`config.mk`:
```
export PLATFORM = sky130hd
export DESIGN_NAME = l0_bank
export DESIGN_NICKNAME = d
export VERILOG_FILES = /design/src/rtl/l0_bank.sv
export SDC_FILE = /design/constraint.sdc
export NUM_CORES = 2
export LEC_CHECK = 0
export ABC_CLOCK_PERIOD_IN_PS = 5200
export CORE_AREA = 3 3 470 472
export DETAILED_ROUTE_END_ITERATION = 6
export DIE_AREA = 0 0 473 475
export GPL_ROUTABILITY_DRIVEN = 0
export PLACE_DENSITY = 0.6
export SYNTH_ARGS = -nofsm -noshare
export SYNTH_HDL_FRONTEND = slang
export SYNTH_SLANG_ARGS = --single-unit
```
`constraint.sdc`:
```
create_clock -name clk -period 5.2 [get_ports clk]
set_clock_uncertainty 0.2 [all_clocks]
set_input_delay 0.78 -clock clk [delete_from_list [all_inputs] [get_ports clk]]
set_output_delay 0.78 -clock clk [all_outputs]
set_load 0.01 [all_outputs]
```
`src/rtl/l0_bank.sv`:
```
// Multi-row input buffer: `row` lockstep-written FIFOs with parallel or staggered (systolic skew) reads.
// Optional drop/refuse status counter enabled by defining L0_BANK_STATUS_EN.

module l0_row #(
    parameter int bw    = 4,
    parameter int depth = 64
) (
    input  logic          clk,
    input  logic          reset,
    input  logic [bw-1:0] din,
    input  logic          wr_en,
    input  logic          pop_req,
    output logic [bw-1:0] dout,
    output logic          dvalid,
    output logic          full,
    output logic          empty
);
    localparam int AW = $clog2(depth);
    localparam logic [AW:0] FULL_CNT = (AW+1)'(depth);

    logic [bw-1:0] mem [depth];
    logic [AW-1:0] wr_ptr, rd_ptr;
    logic [AW:0]   cnt;
    logic          fire;

    assign empty = (cnt == '0);
    assign full  = (cnt == FULL_CNT);
    // an empty row refuses the pop even if a write lands on the same edge
    assign fire  = pop_req & ~empty;

    always_ff @(posedge clk) begin
        if (wr_en) mem[wr_ptr] <= din;
    end

    always_ff @(posedge clk or negedge reset) begin
        if (!reset) begin
            wr_ptr <= '0;
            rd_ptr <= '0;
            cnt    <= '0;
            dout   <= '0;
            dvalid <= 1'b0;
        end else begin
            dvalid <= fire;
            if (wr_en) wr_ptr <= wr_ptr + AW'(1);
            if (fire) begin
                rd_ptr <= rd_ptr + AW'(1);
                dout   <= mem[rd_ptr];
            end
            case ({wr_en, fire})
                2'b10:   cnt <= cnt + (AW+1)'(1);
                2'b01:   cnt <= cnt - (AW+1)'(1);
                default: cnt <= cnt;
            endcase
        end
    end
endmodule

module l0_bank #(
    parameter int row   = 8,
    parameter int bw    = 4,
    parameter int depth = 64
) (
    input  logic              clk,
    input  logic              reset,
    input  logic [row*bw-1:0] in,
    input  logic              wr,
    input  logic              rd,
    input  logic              mode,
    output logic [row*bw-1:0] out,
    output logic [row-1:0]    out_valid,
    output logic              o_full,
    output logic              o_ready,
    output logic              o_empty
`ifdef L0_BANK_STATUS_EN
   ,output logic [15:0]       o_drop_cnt
`endif
);
    logic [row-1:0][bw-1:0] din_a, dout_a;
    logic [row-1:0]         stag, pop_req, full_r, empty_r;
    logic                   wr_en;

    assign din_a   = in;
    assign out     = dout_a;
    // full from registered occupancy only: a same-edge pop never admits a write
    assign wr_en   = wr & ~o_full;
    assign o_full  = |full_r;
    assign o_ready = ~o_full;
    assign o_empty = &empty_r;

    for (genvar i = 0; i < row; i++) begin : g_row
        if (i == 0) begin : g_head
            assign stag[i] = rd & mode;
        end else begin : g_tap
            logic sq;
            always_ff @(posedge clk or negedge reset) begin
                if (!reset) sq <= 1'b0;
                else        sq <= stag[i-1];
            end
            assign stag[i] = sq;
        end

        assign pop_req[i] = (rd & ~mode) | stag[i];

        l0_row #(.bw(bw), .depth(depth)) u_row (
            .clk     (clk),
            .reset   (reset),
            .din     (din_a[i]),
            .wr_en   (wr_en),
            .pop_req (pop_req[i]),
            .dout    (dout_a[i]),
            .dvalid  (out_valid[i]),
            .full    (full_r[i]),
            .empty   (empty_r[i])
        );
    end

`ifdef L0_BANK_STATUS_EN
    logic drop;
    assign drop = (wr & o_full) | |(pop_req & empty_r);

    always_ff @(posedge clk or negedge reset) begin
        if (!reset)                          o_drop_cnt <= '0;
        else if (drop && o_drop_cnt != '1)   o_drop_cnt <= o_drop_cnt + 16'd1;
    end
`endif
endmodule

```
==> out/qor.txt <==
Critical Path, Cell by Cell: or3_1 > or4_4 > nor2_1 > nand4_1 > nor2_1 > clkdlybuf4s50_1
Post-route ant nets: 0
Grt total ovfl: 0
Initial Util: 0.420
First-pass GRT wire length: 304 mm
Slowest cell delay on critical path: 640 ps
Status: complete, no violations
Crit path from: g_row[3].u_row.cnt[2]
Cell Area, Synth: 91,200 µm²
Synth top cells by count: edfxtp_1, nor2_1, mux4_2
CP Capture Type: output port
Final setup vio count: 0
Clock Tree Root: clkbuf_16
Clk slew on worst S/H paths: 60 ps
R2r setup slk: 800 ps
Yosys top cell area share: 0.675
Clock period minus worst slack: 4460 ps
CP Class: reg -> out
Netlist cell types: 75
Die height: 475 µm
Final worst path period share: 0.858
Critical R2R Launch: g_row[3].u_row.cnt[2]
Via count: 45,900
Largest area contributor in the netlist: edfxtp_1
IO buf count: 79
Setup crit start kind: register
Clk_lat worst skew: 850 ps
WHS Endpoint: g_row[3].g_tap.sq
Htree depth: 4
Number of CTS-inserted buffers: 225
Slew margin rel.: 0.170
Post-layout nets: 5,297
Top-count cell post-synth: edfxtp_1
Slew Viols, Final: 0
IO Count: 80
Main synth FF type: edfxtp_1
Vias/cell: 5.55
DRC: 0
Worst R2R Path Depth: 15
Power Dens Cells: 522 nW/µm²
Die area: 225,000 µm²
Layout cells sized above 1: 0.202
# rows: 171
Final hold viol count: 0
Maximum clock path buffer count: 3
Slowest-stage cell, CP: clkdlybuf4s50_1
Vias in the first global route: 47,700
Flop and latch count out of synthesis: 2,247
First-pass DRT Iterations: 6
LEAKAGE: 0.0328 µW
Min-delay worst type: reg -> reg
Area growth, synth to finish: 12.5%
Die width: 473 µm
Worst Path Required: 4220 ps
Clock Sinks: 2,247
Post-placement cell count: 7,842
TNS Setup: 0 ps
Post-Syn Nets: 5,168
Asr flop ratio synth: 0.0886
Post-DP HPWL: 121 mm
Drt total wl: 198 mm
All-Layer GR Usage: 0.177
Min-Delay Path Depth: 0
MaxCap Viol Count: 0
Sequential cell area fraction in the yosys report: 0.729
Worst-path maximum fanout: 8
Core Region: 217,000 µm²
Least-Margin Pin Slew: 1240 ps
Synth top area cells: edfxtp_1, mux4_2, dfrtp_1, nor2_1, mux2i_1
VDD IR-drop max: 0.324 mV
Worst path arrival time: 3480 ps
Hold Startpoint: g_row[2].g_tap.sq
Cells after Synth: 5,087
Initial antenna violation count: 2
Number of enable flip-flop cells after synthesis: 2,048
DR iter-0 viols: 3,879
YS warnings: 0
Fmax: 0.224 GHz
Worst path most repeated cell: nor2_1
CTS tree: built
Filler cell count: 18,100
Largest net degree at the start of global routing: 72
Routed wire per std cell: 23.9 µm
Worst R2R End: g_row[4].u_row.cnt[6]
Unrepaired setup endpoints after global routing: false
Total power: 53,500 µW
Fin cells: 8,268
Synthesized area per cell: 17.9 µm²
-- metrics by stage --
| step | setup slack (ps) | hold slack, ps | instance area [µm²] | util |
|---|---|---|---|---|
| final | 736 | 183 | 103000 | 0.473 |
| after global routing | 546 | 181 | 103000 | 0.473 |
| after CTS | 595 | 135 | 103000 | 0.473 |
| after detailed placement | 835 | 174 | 95200 | 0.439 |
| after global placement | 889 | 187 | 95200 | 0.439 |
| after floorplan | 666 | 154 | 91200 | - |
-- how the worst max path moves through the flow --
stage | to | slack (ps) | cells after the start
after floorplan | g_row[5].u_row.cnt[6] | 670 | 20
after global placement | g_row[0].u_row.cnt[6] | 890 | 14
after detailed placement | g_row[0].u_row.cnt[6] | 840 | 14
after CTS | o_empty | 590 | 6
after global routing | g_row[3].u_row.cnt[6] | 550 | 14
final | o_empty | 740 | 6
-- timing repair --
action	CTS	global route
endpoints found under the hold margin	62	0
setup buffers	0	0
hold buffers	1	0
gates resized for setup	0	0
endpoints found under the setup margin	0	0
-- state kept, by name, summed over array words and instances (netlist names) --
signal and flops:
g_row.u_row.dvalid 8, g_row.u_row.dout 32, g_row.u_row.cnt 56, g_row.u_row.wr_ptr 48
g_row.g_tap.sq 7, g_row.u_row.mem 2048, g_row.u_row.rd_ptr 48
-- worst max-delay path: cells and delay by family, from the launching register on --
family,cells,cell delay [ps]
DFF,1,460
buffers and inverters,1,640
and+or+nand+nor,5,1540
-- cells by family (layout without fill, tap and decap cells) --
kind of cell	Yosys count	count (layout)	share of synthesized area
other	0	1	0
flip-flops	2247	2247	0.729
XOR/XNOR	159	159	0.0153
AND/OR/NAND/NOR	1193	1193	0.0610
buffers and inverters	365	691	0.0173
multiplexers	700	700	0.143
adder cells (fa/ha/maj)	44	44	0.00612
AO/OA/AOI/OAI	379	379	0.0285
-- per-layer routing --
layer | global-route usage | share of wire | vias to the layer above
met1 | 0.252 | 0.45 | 23900
li1 | - | - | 20500
met3 | 0.0258 | 0.049 | 282
met4 | 0.0480 | 0.022 | 0
met2 | 0.285 | 0.48 | 1200
met5 | 0 | 0 | -
-- cell usage in the layout (no fill, tap or decap), types with 15 or more instances in the layout --
| master | Yosys | routed |
|---|---|---|
| nand3b_1 | 34 | 34 |
| buf_4 | 16 | 150 |
| clkdlybuf4s50_1 | 0 | 46 |
| xor2_1 | 60 | 60 |
| bufinv_16 | 0 | 25 |
| nand2b_1 | 22 | 22 |
| clkinv_2 | 0 | 41 |
| edfxtp_1 | 2048 | 2048 |
| nor2b_1 | 17 | 17 |
| a211oi_1 | 28 | 28 |
| nand4_1 | 36 | 36 |
| nor2_1 | 593 | 593 |
| nand4b_1 | 27 | 27 |
| mux2_2 | 38 | 38 |
| clkinv_1 | 4 | 48 |
| o22ai_1 | 53 | 53 |
| inv_1 | 28 | 28 |
| mux2i_1 | 187 | 187 |
| xnor2_1 | 99 | 99 |
| nand2_1 | 166 | 166 |
| a32oi_1 | 15 | 15 |
| dfrtp_1 | 199 | 181 |
| a22oi_1 | 59 | 59 |
| or2_2 | 16 | 16 |
| o221ai_1 | 17 | 17 |
| or3_1 | 21 | 21 |
| o21ai_0 | 61 | 61 |
| ha_1 | 43 | 43 |
| nor3_1 | 84 | 84 |
| nand3_1 | 102 | 102 |
| clkbuf_16 | 0 | 229 |
| a21oi_1 | 56 | 56 |
| clkbuf_1 | 171 | 51 |
| buf_2 | 80 | 32 |
| mux4_2 | 475 | 475 |
-- power by group --
part	total [µW]	internal, µW	switching [µW]
Clock	16200	9390	6770
Sequential	23800	21000	2810
Combinational	13500	6660	6890
Total	53500	37100	16500
-- cell type report --
cell class	count	area, µm²	area share
timing repair buffer	234	1850	0.0180
inverter	33	129	0.00126
clock buffer	285	5990	0.0584
tap	2854	3570	0.0348
multi-input combinational	2475	23100	0.225
antenna	1	2.50	0.0000244
clock inverter	139	1400	0.0137
sequential	2247	66500	0.648
No activity file was read; power rests on OpenSTA's default activity.
